[src/rtl/pa_step_pkg.sv]
// Shared types and constants for the 6-step PA step scheduler.
package pa_step_pkg;
  typedef logic [2:0] step_t;

  localparam step_t STEP_OFF  = 3'd7;
  localparam step_t STEP_LAST = 3'd5;

  typedef enum logic [1:0] {IDLE, RUN, DEAD} sched_state_t;

  function automatic step_t next_step(input step_t s);
    return (s == STEP_LAST) ? step_t'(3'd0) : step_t'(s + 3'd1);
  endfunction
endpackage

[src/rtl/pa_phase_acc.sv]
// Phase accumulator with shadow/active tuning word; carry-out is the step tick.
module pa_phase_acc #(
  parameter int PHASE_W = 32
) (
  input  logic               clk,
  input  logic               rstN,
  input  logic               i_clear,
  input  logic [PHASE_W-1:0] i_ftw,
  input  logic               i_ftwLoad,
  input  logic               i_loadActive,
  output logic               o_tick
);
  logic [PHASE_W-1:0] r_acc;
  logic [PHASE_W-1:0] r_shadow;
  logic [PHASE_W-1:0] r_active;
  logic [PHASE_W:0]   w_sum;

  assign w_sum  = {1'b0, r_acc} + {1'b0, r_active};
  assign o_tick = w_sum[PHASE_W] & ~i_clear;

  // Active word only moves on cycle boundaries, so it reads the shadow's
  // pre-edge value when a load and a wrap coincide.
  always_ff @(posedge clk) begin
    if (!rstN) begin
      r_acc    <= '0;
      r_shadow <= '0;
      r_active <= '0;
    end else begin
      if (i_ftwLoad)    r_shadow <= i_ftw;
      if (i_loadActive) r_active <= r_shadow;
      r_acc <= i_clear ? '0 : w_sum[PHASE_W-1:0];
    end
  end
endmodule

[src/rtl/pa_step_scheduler.sv]
// Step sequencer for the 6-step MOSFET decoder: NCO-paced steps, dead time,
// whole-cycle keying. Outputs are a registered view of the internal state.
module pa_step_scheduler
  import pa_step_pkg::*;
#(
  parameter int PHASE_W = 32,
  parameter int DEAD_W  = 4
) (
  input  logic               clk,
  input  logic               rstN,
  input  logic               txEnable,
  input  logic [PHASE_W-1:0] ftw,
  input  logic               ftwLoad,
  input  logic [DEAD_W-1:0]  deadCycles,
  output logic [2:0]         stepIndex,
  output logic               cycleStart,
  output logic               running,
  output logic               overrun
);
  sched_state_t      r_state, w_stateNxt;
  step_t             r_step, w_stepNxt;
  logic [DEAD_W-1:0] r_dead, w_deadNxt;
  logic              r_stopPend, w_stopNxt;
  logic              r_overrun, w_ovrNxt;
  logic              r_new0, w_new0;
  logic              w_loadActive;
  logic              w_tick;
  step_t             r_stepIndex;
  logic              r_cycleStart;
  logic              r_running;

  pa_phase_acc #(.PHASE_W(PHASE_W)) u_acc (
    .clk          (clk),
    .rstN         (rstN),
    .i_clear      (r_state == IDLE),
    .i_ftw        (ftw),
    .i_ftwLoad    (ftwLoad),
    .i_loadActive (w_loadActive),
    .o_tick       (w_tick)
  );

  always_comb begin
    w_stateNxt   = r_state;
    w_stepNxt    = r_step;
    w_deadNxt    = r_dead;
    w_stopNxt    = r_stopPend;
    w_ovrNxt     = r_overrun;
    w_new0       = 1'b0;
    w_loadActive = 1'b0;
    case (r_state)
      IDLE: begin
        w_stopNxt = 1'b0;
        if (txEnable) begin
          w_stateNxt   = RUN;
          w_stepNxt    = '0;
          w_ovrNxt     = 1'b0;
          w_new0       = 1'b1;
          w_loadActive = 1'b1;
        end
      end
      RUN: begin
        w_stopNxt = ~txEnable;
        if (w_tick) begin
          if (r_step == STEP_LAST && r_stopPend) begin
            w_stateNxt = IDLE;
            w_stopNxt  = 1'b0;
          end else if (deadCycles == '0) begin
            w_stepNxt    = next_step(r_step);
            w_new0       = (r_step == STEP_LAST);
            w_loadActive = (r_step == STEP_LAST);
          end else begin
            w_stateNxt = DEAD;
            w_deadNxt  = deadCycles;
          end
        end
      end
      DEAD: begin
        w_stopNxt = ~txEnable;
        // The NCO is too fast for the dead time; the tick is lost.
        if (w_tick) w_ovrNxt = 1'b1;
        if (r_dead <= 1) begin
          w_stateNxt   = RUN;
          w_stepNxt    = next_step(r_step);
          w_new0       = (r_step == STEP_LAST);
          w_loadActive = (r_step == STEP_LAST);
        end else begin
          w_deadNxt = r_dead - 1'b1;
        end
      end
      default: w_stateNxt = IDLE;
    endcase
  end

  always_ff @(posedge clk) begin
    if (!rstN) begin
      r_state      <= IDLE;
      r_step       <= '0;
      r_dead       <= '0;
      r_stopPend   <= 1'b0;
      r_overrun    <= 1'b0;
      r_new0       <= 1'b0;
      r_stepIndex  <= STEP_OFF;
      r_cycleStart <= 1'b0;
      r_running    <= 1'b0;
    end else begin
      r_state      <= w_stateNxt;
      r_step       <= w_stepNxt;
      r_dead       <= w_deadNxt;
      r_stopPend   <= w_stopNxt;
      r_overrun    <= w_ovrNxt;
      r_new0       <= w_new0;
      r_stepIndex  <= (r_state == RUN) ? r_step : STEP_OFF;
      r_cycleStart <= r_new0;
      r_running    <= (r_state != IDLE);
    end
  end

  assign stepIndex  = r_stepIndex;
  assign cycleStart = r_cycleStart;
  assign running    = r_running;
  assign overrun    = r_overrun;
endmodule

[config.mk]
export PLATFORM = sky130hd
export DESIGN_NAME = pa_step_scheduler
export DESIGN_NICKNAME = d
export VERILOG_FILES = /design/src/rtl/pa_step_pkg.sv /design/src/rtl/pa_phase_acc.sv /design/src/rtl/pa_step_scheduler.sv
export SDC_FILE = /design/constraint.sdc
export NUM_CORES = 1
export LEC_CHECK = 0
export ABC_CLOCK_PERIOD_IN_PS = 2730
export CORE_ASPECT_RATIO = 2
export CORE_MARGIN = 3
export CORE_UTILIZATION = 50
export DETAILED_ROUTE_END_ITERATION = 8
export GPL_TIMING_DRIVEN = 0
export PLACE_DENSITY = 0.73
export SYNTH_ARGS = -nofsm -noshare
export SYNTH_HDL_FRONTEND = slang
export SYNTH_SLANG_ARGS = --single-unit
[constraint.sdc]
create_clock -name clk -period 2.73 [get_ports clk]
set_clock_uncertainty 0.15 [all_clocks]
set_input_delay 0.546 -clock clk [delete_from_list [all_inputs] [get_ports clk]]
set_output_delay 0.546 -clock clk [all_outputs]
set_load 0.02 [all_outputs]
Word-level counts from Yosys, hierarchy flattened
Index checks and enable logic that the tools add are counted.

operators by class
  reductions and logical operators = 13
  magnitude comparators = 1
  equal/unequal tests = 12
  bitwise logic cells = 4
  add/subtract/negate cells = 3
  mux-type cells = 30

operator list
  kind                                                            number
  adder 32 x 32 -> 33 bit                                         1
  two-way mux 3 bit                                               6
  two-way mux 4 bit                                               4
  inequality test 2 bit, second input constant                    6
  two-way mux 2 bit                                               5
  two-way mux 1 bit                                               9
  case mux 3 bit (3 select lines)                                 1
  case mux 4 bit (2 select lines)                                 1
  case mux 1 bit (3 select lines)                                 2
  case mux 2 bit (3 select lines)                                 1
  AND reduction 6 bit                                             1
  nonzero test 2 bit                                              3
  AND reduction 5 bit                                             1
  less-or-equal comparator 4 x 1 -> 1 bit, second input constant  1
  logical NOT 4 bit                                               1
  inequality test 2 x 1 -> 1 bit, second input constant           2
  AND reduction 4 bit                                             1
  subtractor 4 x 1 -> 4 bit, second input constant                1
  adder 3 x 1 -> 3 bit, second input constant                     1
  == test 3 bit, second input constant                            1
  inequality test 3 bit, second input constant                    1
  NOT 1 bit                                                       3
  AND reduction 3 bit                                             1
  nonzero test 3 bit                                              1
  other kinds (8)                                                 8

word-level totals
  register bits after elaboration = 113
  word-level logic and storage cells = 75

Logic depth before layout (Yosys ltp)
Gate-level depths: netlist of run 1.

  word-level depth = 6
  gate-level depth with buffers = 11
  gate-level depth less buffers = 10

Cells and area by module
A second synthesis of run 1 with hierarchy kept.

second synthesis, totals
  cells, all modules = 639
  area, all modules = 5860.6 um^2

by module, submodules not included
  module             instances  seq. area each (um^2)  cells an instance  area each (um^2)
  pa_phase_acc       1          1921.8                 528                4932.2
  pa_step_scheduler  1          340.3                  111                928.4

Worst setup path after synthesis of run 1
OpenSTA, ideal clock, no wires.

  path type = register -> register
  start = register u_acc.r_active[0]
  end = register r_new0
  required time = 2.465 ns
  setup time = 0.115 ns
  arrival = 2.633 ns
  buffers on the path = 1
  period minus slack after synthesis = 2.898 ns
  setup slack = -0.168 ns
  cell stages (with the launch flop) = 12
  path through = dfxtp_1 ha_1 fa_1 a211oi_1 nor2_1 o31ai_2 a211oi_2 o21a_1 o211ai_2 a31oi_4 buf_4 and2_1

between the ends
  longest elaborated chain between the ends = 4

RTL lines
  what                             line                      source
  start: declaration               pa_phase_acc.sv:15        logic [PHASE_W-1:0] r_active;
  start signal: assignment         pa_phase_acc.sv:30        if (i_loadActive) r_active <= r_shadow;
  adder 32 x 32 -> 33 bit          pa_phase_acc.sv:18        assign w_sum = {1'b0, r_acc} + {1'b0, r_active};
  bitwise AND 1 bit                pa_phase_acc.sv:19        assign o_tick = w_sum[PHASE_W] & ~i_clear;
  two-way mux 1 bit                pa_step_scheduler.sv:63   if (w_tick) begin
  case mux 1 bit (3 select lines)  pa_step_scheduler.sv:50   case (r_state)
  end signal: assignment           pa_step_scheduler.sv:111  r_new0 <= w_new0;
  end: declaration                 pa_step_scheduler.sv:25   logic r_new0, w_new0;

No other way between the ends.
A chain may end at the register's enable or synchronous reset.

Worst setup path in the final report of run 1
  start = register u_acc.r_acc[7]
  end = register r_step[2]

between the ends
  longest elaborated chain between the ends = 4

RTL lines
  what                                      line                      source
  start: declaration                        pa_phase_acc.sv:13        logic [PHASE_W-1:0] r_acc;
  start signal: assignment                  pa_phase_acc.sv:31        r_acc <= i_clear ? '0 : w_sum[PHASE_W-1:0];
  adder 32 x 32 -> 33 bit                   pa_phase_acc.sv:18
  bitwise AND 1 bit                         pa_phase_acc.sv:19
  inequality test 2 x 1 -> 1 bit (no line)  --
  AND reduction 6 bit (no line)             --
  end signal: assignment                    pa_step_scheduler.sv:107  r_step <= w_stepNxt;
  end: declaration                          pa_step_scheduler.sv:21   step_t r_step, w_stepNxt;

No other way between the ends.

==> flow_summary.yaml, run 1 <==
outcome:
  outcome: "complete, but fails checks"
  violations: "setup timing"
setup_path:
  crit_arrival_ns: 3.10
  required_ns: 2.93
  r2r_cells: 10
  r2r_slack_ns: -0.17
  r2r_start: "u_acc.r_acc[7]$_SDFF_PP0_"
  path_class: "register to register"
  crit_fanout: 4
  crit_end: "r_step[2]$_SDFFE_PN0P_"
  crit_start: "u_acc.r_acc[7]$_SDFF_PP0_"
  critPathLaunchType: "register"
  timing.rr.end: "r_step[2]$_SDFFE_PN0P_"
  end_kind: "register"
global_route:
  antenna_found_initial: 0
  first_global_vias: 5380
  grt_max_degree: 17
  grt-ovfl-total: 0
  grt_pass1_wl_um: 25200
  track_usage_pct: 24.9
timing:
  relSlewSlack_pct: 44.1
  drv_slew: 0
  setup_viol: 43
  layout_setup_ws_ns: -0.168
  worstMarginPinSlew_ns: 0.839
  fin_crit_sh_pct: 106
  hold_viol: 0
  finalCriticalPeriod_ns: 2.90
  fmax_mhz: 345
  rsz0062_at_grt: "true"
clocking:
  ctsRootBufferMaster: "clkbuf_16"
  clk_latency_ns: 0.42
  cts_max_level: 4
  clock-sinks: 113
  cts_buffer_depth: 2
  tritoncts: "built"
  cts_made_buffers: 17
  path_clk_slew_ns: 0.06
floorplan:
  die_area_um2: 13200
  core_region_area_um2: 11400
  num_rows: 55
  ios: 46
  start_util_pct: 51.6
  die_h_um: 160
  die_w_um: 82.8
synthesis:
  yosysWarnings: 0
  async_flop_share_pct: 0
  synth_top_family_by_area: "simple AND/OR/NAND/NOR gates"
  ys_ff_latch: 113
  synthDistinctLibCells: 59
  syn_inst: 657
  yosysSeqAreaShare_pct: 38.4
  synth-adder-area-share_pct: 8.41
  syn_area_um2: 5890
  synthTopCellsByArea: "dfxtp_1 (38%), mux2i_1 (12%), ha_1 (8.1%)"
  synth-compound-area-share_pct: 16.3
  synth_xor_area_share_pct: 2.82
  ys.flop_type: "dfxtp_1"
  synth_most_common_cell: "dfxtp_1"
  synthTopCellsByCount: "dfxtp_1 (113), nand2_1 (98), mux2i_1 (69)"
  syn-num-nets: 736
  yosys.area_share.simple_pct: 19.4
  synth_edf_count: 0
  yosys.area.top_type_share_pct: 38.4
  synthMuxAreaShare_pct: 11.7
  synth_area_leader_cell: "dfxtp_1"
  post_synth.cell_area_avg_um2: 8.97
drt:
  wl_per_cell_um: 17.5
  ant_nets: 0
  num_vias: 5200
  drc: 0
  routed_via_density: 5.74
  finalWirelength_um: 15800
  dr.first_iter.drc_count: 223
  firstDrtPassIters: 7
finish:
  num_antenna_cells: 0
  design_area_um2: 7740
  drive_above_1_share_pct: 16.5
  areaGrowthSynthToFinish_pct: 31.3
  fillers: 960
  nets: 830
  stdcell_count: 906
power_and_ir_drop:
  power.share.clock_pct: 43.2
  switching_share_pct: 28.5
  power-per-cell-area_nw_per_um2: 731
  power_frac_seq_pct: 33.6
  p_comb_share_pct: 23.2
  switchingPower_w: 0.00161
  internal_power_w: 0.00405
  p_leak_nw: 3.20
  peakVddDrop_uv: 635
placement:
  dp.cells: 843
  dpl_cell_area_um2: 6550
  globalplace.congestion: 0.941
  io_buffers: 44
  hpwl_um: 10700
min_path:
  hold_path_class: "register to register"
run:
  drv_cap: 0
power by group through the flow:
stage	registers (W)	logic, W	clock network, W
after floorplan	0.00192	0.000796	0
after global routing	0.00192	0.00142	0.00254
final	0.00190	0.00131	0.00244
after global placement	0.00192	0.00111	0
after CTS	0.00190	0.00126	0.00247
after detailed placement	0.00193	0.00114	0
flip-flops by register name, summed over array words and instances (netlist names):
register,flops
r_new0,1
r_step,3
running,1
overrun,1
u_acc.r_active,32
u_acc.r_shadow,32
r_stopPend,1
cycleStart,1
r_dead,4
u_acc.r_acc,32
stepIndex,3
r_state,2
how the worst min path moves through the flow:
stage / depth (start not counted) / end / start
CTS: 1 / cycleStart$_SDFF_PN0_ / r_new0$_SDFF_PN0_
global route: 1 / cycleStart$_SDFF_PN0_ / r_new0$_SDFF_PN0_
global placement: 1 / cycleStart$_SDFF_PN0_ / r_new0$_SDFF_PN0_
detailed placement: 1 / cycleStart$_SDFF_PN0_ / r_new0$_SDFF_PN0_
finish: 1 / cycleStart$_SDFF_PN0_ / r_new0$_SDFF_PN0_
floorplan: 1 / cycleStart$_SDFF_PN0_ / r_new0$_SDFF_PN0_
layer usage:
metal  global-route usage, %  vias to the layer above  share of wire, %
li1                        -                     2514                 -
met1                    23.9                     2517                35
met2                    47.0                      120                58
met3                    6.23                       49               2.7
met4                    10.7                        0               4.0
met5                       0                        -                 0
critical path, stage by stage, from the launching register on:
cell and delay, ns:
dfxtp_1 0.34, ha_4 0.29, and4_4 0.23, o2111a_1 0.22, o31ai_4 0.10, a211oi_4 0.29, buf_4 0.16, o21ai_2 0.06
a211o_1 0.35, a2111o_1 0.47, o22ai_1 0.15
what timing repair did:
| item | 4_1_cts | 5_1_grt |
|---|---|---|
| pin swaps | 18 | 12 |
| setup endpoints to repair | 46 | 53 |
| resized for setup | 33 | 33 |
| gates cloned | 1 | 0 |
| buffers inserted | 26 | 6 |
| hold buffers | 0 | 0 |
logic make-up (layout without fill, tap and decap cells):
kind of cell	Yosys count	after routing
and+or+nand+nor	237	237
xor gates and xnor gates	19	19
muxes	69	69
AOI/OAI and AO/OA	136	136
adders and majority gates	39	39
buffers and inverters	44	151
DFF	113	113
metrics by stage:
stage / power (W) / setup TNS (ns) / hold WS (ns) / utilization [%] / setup WS, ns
after floorplan: 0.00272 / -0.508 / 0.262 / - / -0.0471
after CTS: 0.00563 / -2.30 / 0.286 / 66.3 / -0.101
after global routing: 0.00588 / -9.35 / 0.305 / 67.7 / -0.292
after global placement: 0.00303 / -11.61 / 0.272 / 57.3 / -0.316
after detailed placement: 0.00306 / -13.95 / 0.273 / 57.3 / -0.390
final: 0.00566 / -3.62 / 0.283 / 67.7 / -0.168
cell usage in the layout (no fill, tap or decap), types with 7 or more instances in the layout:
cell type | netlist | layout
dfxtp_1 | 113 | 105
nand2_1 | 98 | 98
mux2i_1 | 69 | 69
clkdlybuf4s50_1 | 0 | 44
nor2b_1 | 36 | 36
nor2_1 | 37 | 34
buf_4 | 3 | 28
ha_1 | 38 | 25
a21oi_1 | 27 | 22
a21o_1 | 19 | 19
clkbuf_1 | 20 | 18
o21ai_0 | 23 | 17
clkbuf_16 | 0 | 17
inv_1 | 15 | 15
nor3_1 | 14 | 13
and2_1 | 12 | 12
xnor2_1 | 12 | 12
o21a_1 | 9 | 9
ha_4 | 0 | 9
dfxtp_2 | 0 | 8
nand3_1 | 8 | 7
xor2_1 | 7 | 7
final cells by class:
| cell class | instances | area, um^2 | share of cell area [%] |
|---|---|---|---|
| clock buffer | 18 | 439 | 5.68 |
| sequential | 113 | 2270 | 29.4 |
| tap | 142 | 178 | 2.30 |
| buffer | 27 | 138 | 1.78 |
| timing repair buffer | 77 | 723 | 9.35 |
| clock inverter | 14 | 213 | 2.75 |
| multi-input combinational | 500 | 3720 | 48.1 |
| inverter | 15 | 56.3 | 0.728 |
Power figures use the tool's default switching activity.
==> inputs of run 2 (changes only) <==
--- a/config.mk
+++ b/config.mk
@@ -11,6 +11,7 @@
 export CORE_UTILIZATION = 50
 export DETAILED_ROUTE_END_ITERATION = 8
 export GPL_TIMING_DRIVEN = 0
+export HOLD_SLACK_MARGIN = 0.15
 export PLACE_DENSITY = 0.73
 export SYNTH_ARGS = -nofsm -noshare
 export SYNTH_HDL_FRONTEND = slang
==> results of run 2 <==
Final layout, timing and power as in run 1 (identical DEF).
==> patch 1, RTL diff (flow settings as in run 1) <==
Reset style: asynchronous (`rstN`), changed in 2 clocked blocks.
--- a/src/rtl/pa_phase_acc.sv
+++ b/src/rtl/pa_phase_acc.sv
@@ -20,7 +20,7 @@
 
   // Active word only moves on cycle boundaries, so it reads the shadow's
   // pre-edge value when a load and a wrap coincide.
-  always_ff @(posedge clk) begin
+  always_ff @(posedge clk or negedge rstN) begin
     if (!rstN) begin
       r_acc    <= '0;
       r_shadow <= '0;
--- a/src/rtl/pa_step_scheduler.sv
+++ b/src/rtl/pa_step_scheduler.sv
@@ -91,7 +91,7 @@
     endcase
   end
 
-  always_ff @(posedge clk) begin
+  always_ff @(posedge clk or negedge rstN) begin
     if (!rstN) begin
       r_state      <= IDLE;
       r_step       <= '0;
Formal check against the unedited RTL: differs if rstN is asserted again (counterexample within 4 cycles, from zero or initial values and one cycle with rstN low); with rstN held inactive, the same outputs for 10 cycles.
==> patch 1 against run 1 <==
- via count is 9.8% lower
- critical endpoint is now u_acc.r_active[7]
- global-route usage is 1.9 points lower
- the run still ends with negative setup slack left
- sequential cell count stayed put
- cell area is 3.6% higher
- die area is 3.8% higher
- setup slack worse by 0.35 ns
- wire length is 3.4% lower
- synthesized area is 4.1% higher
Power is not compared: it rests on default switching activity, and its combinational part moved more than twofold at a synthesized area within 25%.
==> patch 1: results (changes against run 1) <==
Global route
  – Total GRT Usage: 22.9% (was 24.9%)
  – First-pass GRT wire length: 24.5 mm (was 25.2 mm)
  – Pin count of the biggest net entering global routing: 69 (was 17)
  – Vias in the first global route: 5018 (was 5380)
  – Global Route met2 Usage: 43.1% (was 47.0%)
  – GRT met1 Usage: 22.9% (was 23.9%)
  – Grt met3 use: 4.46% (was 6.23%)

Critical path
  – R2R depth: 9 (was 10)
  – Reg2reg start: u_acc.r_active[13] (was u_acc.r_acc[7])
  – Reg-to-Reg End: u_acc.r_active[7] (was r_step[2])
  – Critical Path AT: 3.38 ns (was 3.10 ns)
  – Worst-path maximum fanout: 10 (was 4)

Place
  – Routability cong.: 0.901 (was 0.941)
  – Port Buffer Count: 44 (unchanged)
  – Pre-CTS setup slack: -0.707 ns (was -0.390 ns)
  – Detail Placement HPWL: 10.0 mm (was 10.7 mm)

Yosys
  – Post-synthesis sequential area ratio: 46.2% (was 38.4%)
  – Top post-synthesis cells by count: 110 x dfrtp_1, 50 x nor2_1, 38 x ha_1, 38 x mux2_2, 37 x a21oi_1 (was 113 x dfxtp_1, 98 x nand2_1, 69 x mux2i_1)
  – Synth async-reset ratio: 100% (was 0%)
  – Synth warn: 0 (unchanged)
  – Largest cells by area after synthesis: dfrtp_1 45%, ha_1 7.8%, mux2_4 7.1% (was dfxtp_1 38%, mux2i_1 12%, ha_1 8.1%)
  – Count of different cell masters after synthesis: 64 (was 59)
  – Syn Nets: 633 (was 736)

STA
  – Worst slew margin: 40.9% (was 44.1%)
  – Setup WS post-layout: -0.514 ns (was -0.168 ns)
  – Final setup viols: 57 (was 43)

Power and ir drop
  – Pleak: 3.62 nW

Run status
  – Failing checks: negative setup slack (unchanged)
  – Status: complete, but fails checks (unchanged)

Clock network
  – Clock Latency Late Sink: around 0.41 ns
  – Maximum clock insertion buffer count: 2 (unchanged)
  – CTS clock-pin slew for the worst setup and hold paths: 0.05 ns
  – Num CTS Buffers: 17 (unchanged)

Layout
  – Fillers: 847 (was 960)
  – Net count, final: 728 (was 830)
  – Layout cells sized above 1: 29.3% (was 16.5%)

Drt
  – Vias: 4689 (was 5200)
  – Drt total wl: 15.3 mm (was 15.8 mm)
  – Initial drt markers: 252 (was 223)
  – DR pass1 iterations: 4 (was 7)

Hold path
  – Hold Crit Class: input port to asynchronous set/reset pin (was flip-flop to flip-flop)
==> patch 1: stage by stage <==
stage	area [µm²]	std cells	TNS [ns]	hold slack, ns
floorplan	6140	554	-8.23	0.100
global placement	6770	743	-393.84	0.182
detailed placement	6780	744	-28.05	0.187
CTS	7780	795	-19.50	0.146
global route	8020	807	-27.05	0.192
finish	8020	807	-20.91	0.112
==> patch 1: repair_timing <==
action / CTS / global route
gates resized for setup: 42 / 38
pin swaps: 15 / 28
cloned: 1 / 0
buffers inserted: 19 / 13
hold buffers: 0 / 0
endpoints found under the setup margin: 57 / 58
==> patch 1: how the worst max path moves through the flow <==
stage | end | start | cells after the start | slack (ns)
CTS | u_acc.r_active[7] | u_acc.r_active[0] | 14 | -0.54
floorplan | u_acc.r_active[10] | u_acc.r_active[0] | 13 | -0.27
global route | u_acc.r_active[6] | u_acc.r_active[13] | 9 | -0.62
finish | u_acc.r_active[7] | u_acc.r_active[13] | 9 | -0.51
global placement | running | rstN | 1 | -3.30
detailed placement | u_acc.r_active[13] | u_acc.r_active[0] | 13 | -0.71
==> patch 1: layer usage <==
layer	share of wire [%]	routed length [µm]	vias up
met4	5.0	763	0
met2	56	8550	136
li1	-	-	2176
met3	3.2	491	55
met5	0	0	-
met1	36	5480	2322
==> patch 1: logic make-up after synthesis <==
group,count (synthesis),share of synthesized area (%)
xor+xnor,24,3.43
fa+ha+maj,39,8.08
compound gates,135,15.1
simple gates,132,9.83
flops,113,46.2
buf+inv,42,3.00
mux,69,14.4
==> patch 1: worst max-delay path, cell delays in order (launching register included) <==
cell and delay (ns):
dfrtp_1 0.40, ha_1 0.49, a21oi_1 0.18, o21ai_0 0.57, o2111ai_4 0.22, a2111oi_4 0.39
o21ai_4 0.11, buf_12 0.16, buf_12 0.15, mux2_4 0.30
==> patch 1: power by group <==
group / internal [mW] / total [mW] / switching [mW]
combinational: 2.54 / 5.56 / 3.02
sequential: 2.30 / 2.69 / 0.390
clock: 1.50 / 2.28 / 0.782
==> patch 1: area by class of cell <==
class                           count  area share, %
Multi-Input combinational cell    399           43.1
Sequential cell                   113           35.3
Timing Repair Buffer               77           9.19
Clock buffer                       22           5.92
Tap cell                          145           2.26
Clock inverter                     10           1.65
Buffer                             16           1.40
Inverter                           25           1.17
==> patch 2, RTL diff (config.mk and constraints of run 1) <==
Made on the original files. Change the parameter `DEAD_W` from 4 to 5.
--- a/src/rtl/pa_step_scheduler.sv
+++ b/src/rtl/pa_step_scheduler.sv
@@ -4,7 +4,7 @@
   import pa_step_pkg::*;
 #(
   parameter int PHASE_W = 32,
-  parameter int DEAD_W  = 4
+  parameter int DEAD_W  = 5
 ) (
   input  logic               clk,
   input  logic               rstN,
Interface: changed (resized deadCycles); port bits go from 46 to 47. No check against the original RTL was run, so the function may have changed too.
==> patch 2 against run 1 <==
- critical path type unchanged
- critical endpoint is now u_acc.r_active[17]
- first-iteration DRC count rose by 80%
- cell count rose by 16%
- the run still ends with negative setup slack left
- non-clock buffer count rose by 17
- sequential share of layout area is 2.7 points lower
- sequential cell count up 1
- wire length rose by 28%
- setup slack got worse by 0.079 ns
- fmax shrank 2.6%
- cell area up 12%
- synthesized area up 15%
- total power down 0.14%
==> patch 2: results (changes against run 1) <==
Layout
  – NonClk Buf Share: 11.3% (was 11.1%)
  – Bufs w/o clock: 121 (was 104)
  – P&R area growth vs syn: 28.6% (was 31.3%)
  – Signal inverters: 18 (was 15)
  – Multi-input comb cells: 612 (was 500)
  – Net count, final: 964 (was 830)
  – Fraction of area in multi-input gates: 52.0% (was 48.1%)
  – Total area of sequential cells: 2320 µm² (was 2270 µm²)
  – Clock buf/inv share: 7.12% (was 8.42%)
  – Layout cells sized above 1: 20.0% (was 16.5%)
  – Fillers: 1067 (was 960)

Place
  – Pre-CTS setup slack: -0.466 ns (was -0.390 ns)
  – Placed Area: 7520 µm² (was 6550 µm²)
  – Detail Placement HPWL: 14.6 mm (was 10.7 mm)
  – Routability cong.: 0.897 (was 0.941)

Yosys
  – Largest cells by area after synthesis: dfxtp_1 34%, ha_1 7.0%, mux2i_1 4.9% (was dfxtp_1 38%, mux2i_1 12%, ha_1 8.1%)
  – Synth Area in XOR/XNOR: 2.46% (was 2.82%)
  – Post-synthesis mux area share: 4.88% (was 11.7%)
  – Post-synthesis sequential area ratio: 33.7% (was 38.4%)
  – Top post-synthesis cells by count: 114 x dfxtp_1, 87 x nor2_1, 61 x o21ai_0 (was 113 x dfxtp_1, 98 x nand2_1, 69 x mux2i_1)
  – Post-synthesis compound-gate area fraction: 17.1% (was 16.3%)
  – Count of different cell masters after synthesis: 72 (was 59)
  – Synthesized-area fraction occupied by adder cells: 7.32% (was 8.41%)
  – Syn Nets: 876 (was 736)

Clock network
  – Clock sink count: 114 (was 113)
  – Post-cts resize count: 49 (was 33)
  – Clock Latency Late Sink: 0.42 ns (about the same)
  – Post-CTS Setup Bufs: 21 (was 26)

Floorplanning
  – Core Region: 13100 µm² (was 11400 µm²)

Global route
  – Total GRT Usage: 27.5% (was 24.9%)
  – Vias in the first global route: 6593 (was 5380)
  – First-pass GRT wire length: 31.7 mm (was 25.2 mm)

Critical path
  – Worst-path maximum fanout: 7 (was 4)
  – R2R depth: 12 (was 10)
  – Slowest cell on crit path: dfxtp_2 (was a2111o_1)
  – Reg2reg start: u_acc.r_active[14] (was u_acc.r_acc[7])
  – Max stage delay on crit path: 0.39 ns (was 0.47 ns)
  – Critical Path AT: 3.12 ns (was 3.10 ns)
  – Worst setup endpoint: u_acc.r_active[17] (was r_step[2])

Power and ir drop
  – Psw: 1.80 mW (was 1.61 mW)
  – P_comb: 1.35 mW (was 1.31 mW)
  – Worst vdd ir: 498 µV (was 635 µV)
  – Logic pwr share: 23.9% (was 23.2%)
  – Seq pwr share: 34.9% (was 33.6%)
  – Pleak: 3.42 nW (was 3.20 nW)

Drt
  – Drt total wl: 20.2 mm (was 15.8 mm)
  – Vias: 6466 (was 5200)
  – DR pass1 iterations: 6 (was 7)
  – Initial drt markers: 401 (was 223)

STA
  – Setup WS post-layout: -0.247 ns (was -0.168 ns)
  – Final setup viols: 38 (was 43)
  – Worst hold slack: 0.283 ns (about the same)
  – Worst slew margin: 51.1% (was 44.1%)

Run status
  – Failing checks: negative setup slack (unchanged)
  – Status: complete, but fails checks (unchanged)
==> patch 2: changes by cell type in the layout (fill, tap and decap cells not counted), moves of 18 or more <==
cell | run 1 | this run
nand3b_1 | 2 | 32
nand3_1 | 7 | 39
nand2_1 | 98 | 44
or3_1 | 0 | 33
o21ai_0 | 17 | 56
nor2b_1 | 36 | 4
nor2_2 | 3 | 21
nor2_1 | 34 | 85
and4_1 | 0 | 31
mux2i_1 | 69 | 33
==> patch 2: cells by family after synthesis <==
kind of cell | Yosys count
xor gates and xnor gates | 19
DFF | 114
muxes | 33
AOI/OAI and AO/OA | 175
buffers and inverters | 70
adders and majority gates | 39
and+or+nand+nor | 346
==> patch 2: worst reg2reg max path: cells and delay by family (launching register included) <==
family / cells / cell delay, ns
AOI/OAI and AO/OA: 5 / 1.07
and+or+nand+nor: 3 / 0.57
buffers and inverters: 3 / 0.43
DFF: 1 / 0.39
adders and majority gates: 1 / 0.24
==> patch 2: routing by layer <==
| metal | track usage (%) | vias up | part of all wire (%) |
|---|---|---|---|
| met3 | 3.86 | 102 | 3.4 |
| met1 | 25.5 | 3064 | 33 |
| li1 | - | 3069 | - |
| met5 | 0 | - | 0 |
| met4 | 23.1 | 0 | 8.8 |
| met2 | 50.3 | 231 | 55 |
==> patch 2: stage by stage <==
| step | util [%] | TNS [ns] | cells |
|---|---|---|---|
| after CTS | 64.9 | -5.47 | 1042 |
| after global routing | 66.2 | -10.74 | 1049 |
| after global placement | 57.2 | -15.67 | 992 |
| after detailed placement | 57.2 | -17.48 | 992 |
| final | 66.2 | -7.06 | 1049 |
| after floorplan | - | -2.20 | 796 |
